`src/rtl/mem_port_arbiter.sv`:
```
// mem_port_arbiter: shares one downstream memory request port between the
// instruction fetch channel (I) and the data channel (D).
//
// Arbitration is combinational in IDLE, so a request is forwarded with no
// added latency. Ownership then locks to the winner until its transfer acks.
// Conflicts resolve by fixed data priority (DATA_PRIO=1) or round-robin
// (DATA_PRIO=0). A starvation guard forces I to win after MAX_WAIT
// consecutive lost cycles.
//
// Optional feature: define ARB_PERF_CNT_EN to build saturating performance
// counters. Without it, the perf_* ports are tied to zero and no counter
// flops exist.
module mem_port_arbiter #(
  parameter bit          DATA_PRIO   = 1'b1,
  parameter int unsigned MAX_WAIT    = 4,
  parameter logic [2:0]  IFETCH_SIZE = 3'd2
) (
  input  logic        clk,
  input  logic        rst_n,
  // instruction channel
  input  logic        i_req_val,
  input  logic [31:0] i_req_addr,
  output logic        i_req_ack,
  output logic [31:0] i_ack_rdata,
  // data channel
  input  logic        d_req_val,
  input  logic [31:0] d_req_addr,
  input  logic [2:0]  d_req_cop,
  input  logic [31:0] d_req_wdata,
  input  logic [2:0]  d_req_size,
  output logic        d_req_ack,
  output logic [31:0] d_ack_rdata,
  // downstream port
  output logic        m_req_val,
  output logic [31:0] m_req_addr,
  output logic [2:0]  m_req_cop,
  output logic [31:0] m_req_wdata,
  output logic [2:0]  m_req_size,
  output logic        m_req_src,
  input  logic        m_req_ack,
  input  logic [31:0] m_ack_rdata,
  // performance counters
  output logic [31:0] perf_i_cnt,
  output logic [31:0] perf_d_cnt,
  output logic [31:0] perf_conf_cnt
);

  localparam logic [3:0] WAIT_MAX = 4'(MAX_WAIT);

  typedef enum logic [1:0] {
    ST_IDLE  = 2'd0,
    ST_OWN_I = 2'd1,
    ST_OWN_D = 2'd2
  } state_t;

  state_t      r_state;
  state_t      w_next_state;
  logic        r_last_d;      // 1 = the last acked transfer belonged to D
  logic [3:0]  r_wait_cnt;    // consecutive cycles I lost while requesting
  logic        w_sel_i;
  logic        w_sel_d;
  logic        w_fwd_i;
  logic        w_fwd_d;

  // Select the channel forwarded this cycle and decide the next state.
  // NOTE: every signal written here gets a default first, so no path leaves
  // one unassigned and no latch is inferred.
  always_comb begin
    w_next_state = r_state;
    w_sel_i      = 1'b0;
    w_sel_d      = 1'b0;
    case (r_state)
      ST_IDLE: begin
        if (i_req_val && d_req_val) begin
          if (r_wait_cnt >= WAIT_MAX) w_sel_i = 1'b1;
          else if (DATA_PRIO)         w_sel_d = 1'b1;
          else if (r_last_d)          w_sel_i = 1'b1;
          else                        w_sel_d = 1'b1;
        end else begin
          w_sel_i = i_req_val;
          w_sel_d = d_req_val;
        end
        if (w_sel_i && !m_req_ack)      w_next_state = ST_OWN_I;
        else if (w_sel_d && !m_req_ack) w_next_state = ST_OWN_D;
      end
      ST_OWN_I: begin
        // An owner dropping val before its ack releases the port.
        w_sel_i = i_req_val;
        if (m_req_ack || !i_req_val) w_next_state = ST_IDLE;
      end
      ST_OWN_D: begin
        w_sel_d = d_req_val;
        if (m_req_ack || !d_req_val) w_next_state = ST_IDLE;
      end
      default: w_next_state = ST_IDLE;
    endcase
  end

  // While reset is held nothing is forwarded, even if requests stay asserted.
  assign w_fwd_i = w_sel_i & rst_n;
  assign w_fwd_d = w_sel_d & rst_n;

  // Downstream request mux. I fetches are word reads with no write data.
  assign m_req_val   = w_fwd_i | w_fwd_d;
  assign m_req_src   = w_fwd_d;
  assign m_req_addr  = w_fwd_d ? d_req_addr  : (w_fwd_i ? i_req_addr : 32'd0);
  assign m_req_cop   = w_fwd_d ? d_req_cop   : 3'b000;
  assign m_req_wdata = w_fwd_d ? d_req_wdata : 32'd0;
  assign m_req_size  = w_fwd_d ? d_req_size  : (w_fwd_i ? IFETCH_SIZE : 3'd0);

  // Acks go only to the forwarded channel. Read data is broadcast while a
  // request is forwarded, so outputs stay quiet when nothing is pending.
  assign i_req_ack   = m_req_ack & w_fwd_i;
  assign d_req_ack   = m_req_ack & w_fwd_d;
  assign i_ack_rdata = m_req_val ? m_ack_rdata : 32'd0;
  assign d_ack_rdata = m_req_val ? m_ack_rdata : 32'd0;

  // State register, round-robin history and I starvation counter.
  // NOTE: sequential state uses non-blocking assignments, so every flop
  // samples pre-edge values regardless of block ordering.
  always_ff @(posedge clk or negedge rst_n) begin
    if (!rst_n) begin
      r_state    <= ST_IDLE;
      r_last_d   <= 1'b0;
      r_wait_cnt <= 4'd0;
    end else begin
      r_state <= w_next_state;
      if (m_req_ack && m_req_val) r_last_d <= w_fwd_d;
      if (m_req_ack && w_fwd_i)
        r_wait_cnt <= 4'd0;
      else if (i_req_val && !w_fwd_i && (r_wait_cnt < WAIT_MAX))
        r_wait_cnt <= r_wait_cnt + 4'd1;
    end
  end

`ifdef ARB_PERF_CNT_EN
  logic [31:0] r_perf_i;
  logic [31:0] r_perf_d;
  logic [31:0] r_perf_conf;

  // Saturating counters: acked I/D transfers and cycles with both requests.
  always_ff @(posedge clk or negedge rst_n) begin
    if (!rst_n) begin
      r_perf_i    <= 32'd0;
      r_perf_d    <= 32'd0;
      r_perf_conf <= 32'd0;
    end else begin
      if (i_req_ack && (r_perf_i != 32'hFFFF_FFFF))
        r_perf_i <= r_perf_i + 32'd1;
      if (d_req_ack && (r_perf_d != 32'hFFFF_FFFF))
        r_perf_d <= r_perf_d + 32'd1;
      if (i_req_val && d_req_val && (r_perf_conf != 32'hFFFF_FFFF))
        r_perf_conf <= r_perf_conf + 32'd1;
    end
  end

  assign perf_i_cnt    = r_perf_i;
  assign perf_d_cnt    = r_perf_d;
  assign perf_conf_cnt = r_perf_conf;
`else
  assign perf_i_cnt    = 32'd0;
  assign perf_d_cnt    = 32'd0;
  assign perf_conf_cnt = 32'd0;
`endif

endmodule

```
`config.mk`:
```
export PLATFORM = sky130hd
export DESIGN_NAME = mem_port_arbiter
export DESIGN_NICKNAME = d
export VERILOG_FILES = /design/src/rtl/mem_port_arbiter.sv
export SDC_FILE = /design/constraint.sdc
export NUM_CORES = 1
export LEC_CHECK = 0
export ABC_CLOCK_PERIOD_IN_PS = 3200
export BUFFER_PORTS_ARGS = -buffer_cell sky130_fd_sc_hd__buf_2
export CAP_MARGIN = 10
export CORE_AREA = 2 2 146 148
export DETAILED_ROUTE_END_ITERATION = 8
export DIE_AREA = 0 0 148 150
export GPL_ROUTABILITY_DRIVEN = 0
export HOLD_SLACK_MARGIN = 0.05
export PLACE_DENSITY = 0.35
export SLEW_MARGIN = 20
export SYNTH_ARGS = -nofsm -noshare
export SYNTH_HDL_FRONTEND = slang
export SYNTH_SLANG_ARGS = --single-unit
```
`constraint.sdc`:
```
create_clock -name clk -period 3.2 [get_ports clk]
set_input_delay 0.64 -clock clk [delete_from_list [all_inputs] [get_ports clk]]
set_output_delay 0.64 -clock clk [all_outputs]
set_load 0.01 [all_outputs]
```
# Word level (Yosys, flattened, before mapping)
# Cells that the tools add are included.
# W data, S select, Z words.
word_totals:
  input_bits: 139
  output_inout_bits: 234
  register_bits: 6
classes:
  mux: 22
  add_sub_neg: 1
  n_lt_le_gt_ge: 2
  bitwise_logic: 5
  eq_ne: 5
  reduce_logical: 15
ops:
  columns: ["op", "count"]
  rows:
  - ["$mux W32", 4]
  - ["$mux W2", 5]
  - ["$mux W4", 2]
  - ["$logic_and A1 B1 Y1", 6]
  - ["$mux W1", 6]
  - ["$mux W3", 2]
  - ["$pmux W2 S3", 1]
  - ["$add A4 B1 Y4 const B", 1]
  - ["$and A1 B1 Y1", 4]
  - ["$ge A4 B3 Y1 const B", 1]
  - ["$logic_not A1 Y1", 4]
  - ["$lt A4 B3 Y1 const B", 1]
  - ["$ne A2 B2 Y1 const B", 2]
  - ["$pmux W1 S2", 2]
  - ["$ne A3 B3 Y1 const B", 1]
  - ["$reduce_and A3 Y1", 1]
  - ["$eq A2 B1 Y1 const B", 1]
  - ["$eq A2 B2 Y1 const B", 1]
  - ["$logic_not A2 Y1", 1]
  - ["$logic_or A1 B1 Y1", 2]
  - ["$reduce_bool A2 Y1", 1]
  - ["$or A1 B1 Y1", 1]

# Longest topological paths before layout
# Gate-level depths: netlist of the first run.
depth:
  ltp_word: 11
  mapped_depth: 6

# Least setup slack after synthesis of the first run
# No wires, ideal clock.
synth_timing:
  kind: "input to output"
  from: "input port d_req_val"
  to: "output port i_ack_rdata[22]"
  n_path_buf: 2
  setup_slack_ns: 0.822
  stages: 6
  arrival_ns: 1.738
  path_cell_list: "and2b_1 > nor2_1 > nor2_1 > clkbuf_1 > and2_1 > buf_4"
synth_via:
  elab_chain_cells: 7
synth_lines:
  columns: ["item", "line_no", "rtl"]
  rows:
  - ["start, declared", "26", "input logic d_req_val,"]
  - ["$logic_and A1 B1 Y1", "74", "if (i_req_val && d_req_val) begin"]
  - ["$mux W1", "74", null]
  - ["$mux W1", "72", "case (r_state)"]
  - ["$pmux W1 S2", "72", null]
  - ["$and A1 B1 Y1, on equally long branches", "100, 101", null]
  - ["$or A1 B1 Y1 *", "104", "assign m_req_val = w_fwd_i | w_fwd_d;"]
  - ["via m_req_val", "34", "output logic m_req_val,"]
  - ["$mux W32 *", null, null]
  - ["end, declared", "24", "output logic [31:0] i_ack_rdata,"]
# The timed path passes the listed nets; every way through them passes the cells marked *. The select of a mux whose other input is x is not followed.

# Worst setup path in the final report of the first run
layout_timing:
  from: "input port d_req_val"
  to: "output port m_req_addr[4]"
layout_via:
  elab_chain_cells: 7
layout_lines:
  columns: ["item", "line_no", "rtl"]
  rows:
  - ["$logic_and A1 B1 Y1", "74", null]
  - ["$mux W1", "74", null]
  - ["$mux W1", "72", null]
  - ["$pmux W1 S2", "72", null]
  - ["$and A1 B1 Y1", "100", "assign w_fwd_i = w_sel_i & rst_n;"]
  - ["$mux W32", "106", "assign m_req_addr = w_fwd_d ? d_req_addr : (w_fwd_i ? i_req_addr : 32'd0);"]
  - ["$mux W32 *", "106", null]
  - ["end, declared", "35", "output logic [31:0] m_req_addr,"]
# Mark *: on every way between the ends. The rest lies on a longest branch, timed or not. The select of a mux whose other input is x is not followed.

==> results of run 1 <==
metrics by stage:
| stage | std cells | hold WS (ns) | total power, mW | worst slack, ns |
|---|---|---|---|---|
| after global routing | 787 | 0.259 | 0.928 | 0.476 |
| after detailed placement | 784 | 0.472 | 0.659 | 0.598 |
| after CTS | 787 | 0.254 | 0.869 | 0.584 |
| after global placement | 784 | 0.473 | 0.667 | 0.571 |
| final | 787 | 0.250 | 0.859 | 0.578 |
| after floorplan | 371 | 0.344 | 0.525 | 0.822 |
flip-flops by register name, summed over array words and instances (netlist names):
signal,cells
r_wait_cnt,4
r_state,2
layer usage:
metal  GRT usage [%]  share of wire (%)
met1            5.25                 31
met5               0                  0
met2            13.1                 56
met3            1.16                 12
met4            1.52                2.0
power by group through the flow:
stage / Combinational, mW / Clock [mW] / Sequential [mW]
after global routing: 0.603 / 0.212 / 0.112
after detailed placement: 0.550 / 0 / 0.110
after global placement: 0.558 / 0 / 0.110
after floorplan: 0.418 / 0 / 0.107
after CTS: 0.552 / 0.207 / 0.110
final: 0.547 / 0.203 / 0.109
cells in the mapped netlist:
library cell	number
and2_1	71
inv_1	3
o311ai_1	1
and2b_1	1
o21ai_0	3
nand3_1	3
a21o_1	1
a22o_1	32
a311oi_2	1
ha_1	1
buf_2	7
buf_4	128
nor2_2	1
conb_1	1
a31oi_1	1
nand2b_1	1
nor2_1	4
dfrtp_1	6
a211oi_1	1
o21ai_1	1
nand2_1	1
clkbuf_1	6
nor2b_1	1
final cells by class:
cell class,instances,area [um^2]
multi-input cells,221,1240
inverters,3,11.3
clock buffers,3,75.1
flip-flops and latches,6,150
well taps,275,344
repair buffers,279,1420
fillers,2399,17500
worst paths after layout:
path                                    start            end  slack [ns]  cells past startpoint
min in group clk                r_wait_cnt[3]  r_wait_cnt[3]        0.48                      1
worst min register to register  r_wait_cnt[3]  r_wait_cnt[3]        0.48                      1
worst max-delay path                d_req_val  m_req_addr[4]        0.58                      6
worst min-delay path                    rst_n  r_wait_cnt[1]        0.25                      1
worst max register to register     r_state[0]  r_wait_cnt[1]        1.80                      4
max in group asynchronous               rst_n     r_state[0]        2.78                      1
cells by family (layout without fill, tap and decap cells):
group / Yosys count / count (layout)
flops: 6 / 6
fa+ha+maj: 1 / 1
other cells: 1 / 96
simple gates: 83 / 83
buf+inv: 144 / 285
compound gates: 41 / 41
==> results.md, run 1 <==
- Status: complete, no violations
- Simple-gate share of the synthesized area: roughly a quarter
- Crit path DAT: between 1.5 and 2 ns
- CTS tree: done
- Die H: about 150 um
- Post-cts repair resize count: 0
- Setup crit start kind: input port
- IO Port Bufs: between 200 and 300
- Final hold violations: 0
- Initial antenna violation count: 0
- Maximum capacitance violations: 0
- Largest net degree at the start of global routing: 72
- Grt ovf: 0
- Via density: roughly 3
- Max FO, Critical Path: 33
- Hold buffers post-CTS: 0
- Post-synthesis mux area share: 0%
- Main combinational cell family by area after synthesis: buffers and inverters
- Clock power share: between 20% and 30%
- Most used cell along the critical path: buf_2
- Synthesized area: 0.00205 mm^2
- Max stage delay on crit path: about 0.40 ns
- XOR/XNOR Fraction of Synth Area: 0%
- Fmax: ~380 MHz
- Final setup vio count: 0
- Final core occ: 15.6%
- Power share of the combinational group: between 60 and 70%
- Period Utilization, post-route: just over 80%
- Commonest cells after routing, fill and taps aside: buf_2, conb_1, and2_1, a22o_1, dfrtp_1
- Worst endpoint required time: 2.56 ns
- Sequential area share after synthesis: ~7.3%
- Post-synth top area share: around 47%
- Post-CTS setup buffer count: 0
- Clk slew on worst S/H paths: roughly 0.030 ns
- Die width: around 150 um
- # rows: 53
- Htree depth: 1
- Mapped Cells: between 200 and 300
- Share of layout cells above drive strength 1: 55.5%
- Post-synthesis compound-gate area fraction: between 10% and 20%
- Leak: 2.08 nW
- Psw: roughly 0.37 mW
- CTS Buffer Depth: 2
- Drt wl/cell: between 10 and 15 um
- I/O pins: 373
- Max IR drop VDD: roughly 0.2 mV
- Internal: ~0.5 mW
- Worst hold path class: in -> async
- Total number of vias: about 2400
- Final wirelength: 8150 um
- Post-Route Setup TNS: 0 ns
- DRT antenna net count: 0
- Delay-heaviest family, CP: buffers and inverters
- CTS Root Buffer Type: clkbuf_16
- Top cells by area, synth: buf_4, and2_1, a22o_1
- CTS sink cnt: 6
- Synth Warn #: 0
- Synth Register Bits: 6
- Power density over cell area: between 200 and 300 mW/mm^2
- Design area: 0.00324 mm^2
- Worst path buffer plus inverter count: 3
- Adder-cell share of the synthesized area: less than 1%
- GR Util All Layers: under 10%
- RSZ-0062 raised after global routing: no
- First-pass GRT wire length: approximately 10000 um
- Commonest non-fill, non-tap cell in the layout: buf_2
- Detail Placement HPWL: ~7200 um
- CP Cell Sequence: buf_2, and2b_1, a311oi_4, buf_4, a22o_1, buf_2
- Critical path endpoint category: output port
- Worst-Skew Late Latency: roughly 0.23 ns
- Residual DRC: 0
- DP Area: around 0.0032 mm^2
- Die area: roughly 0.022 mm^2
- Sw frac: ~43%
- Slowest CP cell: buf_4
- Sequential power share: about an eighth
- Number of global-route vias before repair: between 2000 and 2500
- DRT iter0 DRCs: between 40 and 50
- Crit path kind: in -> out
- CTS Buf Count: 3
- Final Skew: ~0.00034 ns
- Slew @ Worst Pin: between 0.5 and 0.6 ns
- Initial Util: 9.89%
- Diodes inserted: 0
- Syn avg cell area: between 7 and 8 um^2
- Post-layout nets: ~650
- Library cells used by synthesis: 23
- Post-route minimum period: between 2 and 3 ns
- Pre-antenna DRT Iters: 4
- CORE AREA: slightly above 0.02 mm^2
- Slew margin rel.: between 60% and 70%
- Largest area contributor in the netlist: buf_4
- Layout area overhead: 58.2%
- Final Max Tran Viols: 0
No activity file was read; power rests on OpenSTA's default activity.
==> run 2, diff against run 1 <==
Settings changed: ABC_CLOCK_PERIOD_IN_PS 3200 to 2700, CORE_AREA 2 2 146 148 to 2 2 143 145, DIE_AREA 0 0 148 150 to 0 0 145 147, PLACE_DENSITY 0.35 to 0.36.
Clock period 3.2 ns to 2.7 ns, I/O delays scaled along.
==> run 2 against run 1 <==
  * Wire length grew 9.9%
  * Clock skew is essentially flat
  * Cell count shrank 0.25%
  * Total power is 21% higher
  * Register-to-register slack worse by 0.46 ns
  * Sequential share of layout area about the same
  * Via count grew 2.2%
  * Critical endpoint is now m_req_addr[23]
  * Largest cell class unchanged
==> results.md, run 2 (same netlist as run 1, synthesis figures left out) <==
- Worst endpoint required time: 2.16 ns (was 2.56 ns)
- Reg-to-reg slack, setup: 1.34 ns (was 1.80 ns)
- CTS Buf Count: 3 (unchanged)
- IO Port Bufs: 276 (unchanged)
- Die H: 147 um (was 150 um)
- Critical register-to-register path endpoint: r_wait_cnt[1] (unchanged)
- Number of global-route vias before repair: 2174 (was 2054)
- Post-route minimum period: between 2 and 2.5 ns
- Die area: 0.0213 mm^2 (was 0.0222 mm^2)
- Period Utilization, post-route: 89.3%
- CORE AREA: 0.0198 mm^2 (was 0.0207 mm^2)
- DRT iter0 DRCs: 34 (was 47)
- Commonest non-fill, non-tap cell in the layout: buf_2 (unchanged)
- Worst Reg-to-Reg Cells: 4 (unchanged)
- First-pass GRT wire length: 12300 um (was 10400 um)
- Final Skew: 0.000475 ns (was 0.000336 ns)
- Slew margin rel.: 64.6% (was 60.6%)
- Setup crit start kind: flip-flop (was input port)
- Share of layout cells above drive strength 1: 55.7% (was 55.5%)
- Diodes inserted: 0 (unchanged)
- Leak: 2.10 nW (was 2.08 nW)
- Grt ovf: 0 (unchanged)
- Commonest cells after routing, fill and taps aside: buf_2, conb_1, and2_1, a22o_1, dfrtp_1 (unchanged)
- Critical path endpoint category: output port (unchanged)
- Initial antenna violation count: 1 (was 0)
- Post-layout nets: 657 (was 654)
- Residual DRC: 0 (unchanged)
- DRT antenna net count: 0 (unchanged)
- CTS Root Buffer Type: clkbuf_16 (unchanged)
- Worst-Skew Late Latency: 0.22 ns (was 0.23 ns)
- Maximum capacitance violations: 0 (unchanged)
- Max FO, Critical Path: 63 (was 33)
- Via density: 3.08 (was 3.00)
- Die width: 145 um (was 148 um)
- CTS Buffer Depth: 2 (unchanged)
- Largest register FFs: 4 (unchanged)
- Crit path kind: reg -> out (was in -> out)
- Status: complete, no violations (unchanged)
- CP Launch Point: r_state[0] (was d_req_val)
- Final wirelength: 8960 um (was 8150 um)
- Slew @ Worst Pin: 0.523 ns (was 0.582 ns)
- Initial Util: 10.3% (was 9.89%)
- CTS sink cnt: 6 (unchanged)
- Final Max Tran Viols: 0 (unchanged)
- Post-Route Setup TNS: 0 ns (unchanged)
- Clk slew on worst S/H paths: 0.03 ns (about the same)
- Post-CTS setup buffer count: 0 (unchanged)
- Detail Placement HPWL: 8020 um (was 7210 um)
- Post-cts repair resize count: 0 (unchanged)
- Biggest regs: r_wait_cnt (4), r_state (2) (unchanged)
- Crit path DAT: 1.87 ns (was 1.98 ns)
- Pre-antenna DRT Iters: 4 (unchanged)
- Drt wl/cell: 11.4 um (was 10.4 um)
- RSZ-0062 raised after global routing: no (unchanged)
- I/O pins: 373 (unchanged)
- GR Util All Layers: 7.42% (was 5.92%)
- Max IR drop VDD: 0.177 mV (was 0.201 mV)
- Largest net degree at the start of global routing: 64 (was 72)
- Htree depth: 1 (unchanged)
- Total number of vias: 2415 (was 2363)
- Worst setup path endpoint: m_req_addr[23] (was m_req_addr[4])
- Hold buffers post-CTS: 0 (unchanged)
- Reg2reg start: r_state[0] (unchanged)
- Final core occ: 16.5% (was 15.6%)
- Final setup vio count: 0 (unchanged)
- Final hold violations: 0 (unchanged)
- CTS tree: done (unchanged)
- Fmax: ~410 MHz
- # rows: 52 (was 53)
- Biggest register: r_wait_cnt (unchanged)
- Power density over cell area: 317 mW/mm^2 (was 266 mW/mm^2)
- Worst hold path class: in -> async (unchanged)
- Layout area overhead: 59.6% (was 58.2%)
## run 2: stage by stage
stage | hold slack [ns] | total power, mW | instance area (um^2) | cells | setup WS [ns]
5_1_grt | 0.242 | 1.12 | 3260 | 785 | 0.142
6_report | 0.225 | 1.04 | 3260 | 785 | 0.289
4_1_cts | 0.233 | 1.05 | 3260 | 785 | 0.275
2_1_floorplan | 0.244 | 0.622 | 2400 | 371 | 0.522
3_5_place_dp | 0.468 | 0.807 | 3190 | 782 | 0.320
3_3_place_gp | 0.462 | 0.818 | 3190 | 782 | 0.315
## run 2: report_power, final
part | internal [mW] | switching (mW) | total (mW)
Combinational | 0.293 | 0.379 | 0.672
Clock | 0.190 | 0.0444 | 0.234
Sequential | 0.115 | 0.0141 | 0.129
## run 2: worst max-delay path: stages (launching register included)
cell	delay (ns)
dfrtp_1	0.34
and2b_1	0.34
o21ai_1	0.18
nor2_4	0.15
buf_12	0.24
a22o_1	0.22
buf_2	0.14
## run 2: worst min path at each step
stage	slack [ns]	endpoint	from
after floorplan	0.24	r_state[0]	rst_n
after CTS	0.23	r_state[0]	rst_n
final	0.23	r_state[0]	rst_n
after global placement	0.46	r_wait_cnt[1]	rst_n
after global routing	0.24	r_state[0]	rst_n
after detailed placement	0.47	r_state[0]	rst_n
## run 2: final cells by class
class | instances | area [um^2]
Inverter | 3 | 11.3
Clock buffer | 3 | 75.1
Timing Repair Buffer | 282 | 1450
Sequential cell | 6 | 150
Multi-Input combinational cell | 221 | 1240
Tap cell | 270 | 338
Fill cell | 2285 | 16600
## run 2: layer usage
| layer | up-vias | GRT usage [%] | part of all wire, % |
|---|---|---|---|
| met5 | - | 0 | 0.13 |
| met4 | 2 | 2.18 | 2.5 |
| met3 | 6 | 2.27 | 12 |
| met2 | 216 | 16.3 | 56 |
| met1 | 1037 | 6.10 | 29 |
| li1 | 1154 | - | - |
==> run 3, diff against run 2 <==
Settings changed: CELL_PAD_IN_SITES_DETAIL_PLACEMENT from default to 0, CELL_PAD_IN_SITES_GLOBAL_PLACEMENT from default to 1, PLACE_DENSITY 0.36 to 0.57.
==> run 3 against run 2 <==
  * Hold slack got worse by 0.083 ns
  * Sequential share of layout area barely moved
  * Clock skew rose by 0.0028 ns
  * Total power fell by 1.6%
  * Register-to-register slack got worse by 0.03 ns
  * Via count fell by 3.2%
  * First-iteration DRC count rose by 35%
  * Clock power rose by 3%
  * Utilization barely moved
  * Worst setup slack got worse by 0.028 ns
  * Non-clock buffer count fell by 3
  * Sequential cell count did not move
  * Largest power group unchanged
  * Highest routed layer unchanged
==> results.md, run 3 (same netlist as run 1, synthesis figures left out) <==
- GRT busiest layer: met2 (unchanged)
- Grt ovf: 0 (unchanged)
- Power density over cell area: 313 mW/mm^2 (was 317 mW/mm^2)
- Max IR drop VDD: 0.174 mV (was 0.177 mV)
- Post-layout nets: 654 (was 657)
- CTS Buf Count: 3 (unchanged)
- DRT antenna net count: 0 (unchanged)
- Pre-CTS setup slack: 0.288 ns (was 0.320 ns)
- Max stage delay on crit path: 0.37 ns (was 0.34 ns)
- CTS tree: done (unchanged)
- RSZ-0062 raised after global routing: no (unchanged)
- Die area: 0.0213 mm^2 (unchanged)
- DRT iter0 DRCs: 46 (was 34)
- Worst-Skew Late Latency: 0.23 ns (was 0.22 ns)
- Design area: 0.00326 mm^2 (about the same)
- Largest net degree at the start of global routing: 73 (was 64)
- First-pass GRT wire length: 11000 um (was 12300 um)
- Post-cts repair resize count: 0 (unchanged)
- Number of global-route vias before repair: 1976 (was 2174)
- Post-CTS setup buffer count: 0 (unchanged)
- Pre-antenna DRT Iters: 4 (unchanged)
- Final setup vio count: 0 (unchanged)
- Status: complete, no violations (unchanged)
- Slowest CP cell: dfrtp_1 (unchanged)
- Residual DRC: 0 (unchanged)
- DP Area: 0.00318 mm^2 (was 0.00319 mm^2)
- Slew margin rel.: 61.2% (was 64.6%)
- # rows: 52 (unchanged)
- Worst hold path class: in -> async (unchanged)
- Worst path buffer plus inverter count: 2 (unchanged)
- Delay-heaviest family, CP: simple AND/OR/NAND/NOR gates (unchanged)
- Period Utilization, post-route: 90.3% (was 89.3%)
- Critical path endpoint category: output port (unchanged)
- Max FO, Critical Path: 72 (was 63)
- Biggest register: r_wait_cnt (unchanged)
- I/O pins: 373 (unchanged)
- Placed cell count: 779 (was 782)
- Worst endpoint required time: 2.16 ns (about the same)
- Setup crit start kind: flip-flop (unchanged)
- Fin worst setup slack: 0.261 ns (was 0.289 ns)
- Final wirelength: 7900 um (was 8960 um)
- Total number of vias: 2338 (was 2415)
- Layout area overhead: 59.2% (was 59.6%)
- Initial Util: 10.3% (unchanged)
- Post-Route Setup TNS: 0 ns (unchanged)
- Initial antenna violation count: 1 (unchanged)
- CORE AREA: 0.0198 mm^2 (unchanged)
- Biggest regs: r_wait_cnt (4), r_state (2) (unchanged)
- Die H: 147 um (unchanged)
- Fillers: 2295 (was 2285)
- CTS sink cnt: 6 (unchanged)
- Final Skew: 0.00327 ns (was 0.000475 ns)
- Crit path DAT: 1.90 ns (was 1.87 ns)
- CTS Buffer Depth: 2 (unchanged)
- Share of layout cells above drive strength 1: 55.7% (about the same)
- Maximum capacitance violations: 0 (unchanged)
- Leak: 2.09 nW (was 2.10 nW)
- Fin cells: 782 (was 785)
- Drt wl/cell: 10.1 um (was 11.4 um)
- Final Max Tran Viols: 0 (unchanged)
- Worst Reg-to-Reg Cells: 4 (unchanged)
- Fmax: 410 MHz (was 415 MHz)
- Final hold violations: 0 (unchanged)
- Post-route minimum period: 2.44 ns (was 2.41 ns)
- CP Depth: 6 (unchanged)
- Met2 Track Usage GR: 11.5% (was 16.3%)
- IO Port Bufs: 276 (unchanged)
- Grt met1 use: 7.55% (was 6.10%)
- Hold buffers post-CTS: 0 (unchanged)
- GR Util All Layers: 6.46% (was 7.42%)
- Slew @ Worst Pin: 0.572 ns (was 0.523 ns)
- CP Cell Sequence: nor2_1, o21ai_1, nor2_4, buf_12, a22o_1, buf_2 (was and2b_1, o21ai_1, nor2_4, buf_12, a22o_1, buf_2)
- M3 GR Usage: 2.58% (was 2.27%)
- Commonest non-fill, non-tap cell in the layout: buf_2 (unchanged)
- CTS Root Buffer Type: clkbuf_16 (unchanged)
- Die width: 145 um (unchanged)
- Clk slew on worst S/H paths: 0.04 ns (was 0.03 ns)
- Htree depth: 1 (unchanged)
- Diodes inserted: 0 (unchanged)
- Detail Placement HPWL: 6880 um (was 8020 um)
- Via density: 2.99 (was 3.08)
- Largest register FFs: 4 (unchanged)
- Crit path kind: reg -> out (unchanged)
- Commonest cells after routing, fill and taps aside: buf_2, conb_1, and2_1, a22o_1, dfrtp_1 (unchanged)
## run 3: metrics by stage
| step | hold slack (ns) | total power, mW | util (%) |
|---|---|---|---|
| 2_1_floorplan | 0.244 | 0.622 | - |
| 3_3_place_gp | 0.389 | 0.791 | 16.0 |
| 3_5_place_dp | 0.389 | 0.785 | 16.0 |
| 4_1_cts | 0.147 | 1.03 | 16.4 |
| 5_1_grt | 0.156 | 1.11 | 16.4 |
| 6_report | 0.142 | 1.02 | 16.4 |
## run 3: worst paths after layout
| check | startpoint | to | slack, ns |
|---|---|---|---|
| hold / removal | rst_n | r_wait_cnt[3] | 0.14 |
| hold reg to reg | r_wait_cnt[2] | r_wait_cnt[2] | 0.48 |
| setup / recovery | r_wait_cnt[3] | m_req_addr[17] | 0.26 |
| max in group asynchronous | rst_n | r_wait_cnt[1] | 2.40 |
| setup reg to reg | r_state[0] | r_wait_cnt[1] | 1.31 |
| min in group clk | r_wait_cnt[2] | r_wait_cnt[2] | 0.48 |
## run 3: area by class of cell
| cell class | instances | area, um^2 | share of cell area [%] |
|---|---|---|---|
| Sequential cell | 6 | 150 | 4.61 |
| Tap cell | 270 | 338 | 10.4 |
| Timing Repair Buffer | 279 | 1440 | 44.3 |
| Multi-Input combinational cell | 221 | 1240 | 38.1 |
| Clock buffer | 3 | 75.1 | 2.31 |
| Inverter | 3 | 11.3 | 0.346 |
## run 3: power breakdown
part	total (mW)	leakage (nW)	switching [mW]	internal, mW
clock	0.241	0.0370	0.0505	0.190
combinational	0.650	1.97	0.366	0.285
sequential	0.128	0.0783	0.0130	0.115
total	1.02	2.09	0.429	0.590
## run 3: per-layer routing
metal,part of all wire [%],up-vias
li1,-,1149
met1,37,1000
met2,50,181
met3,12,6
met4,0.52,2
met5,0.15,-
## run 3: worst register-to-register path, delay by kind of cell (launching register included)
family / cells / cell delay, ns
AOI/OAI and AO/OA: 2 / 0.62
DFF: 1 / 0.30
and+or+nand+nor: 2 / 0.38
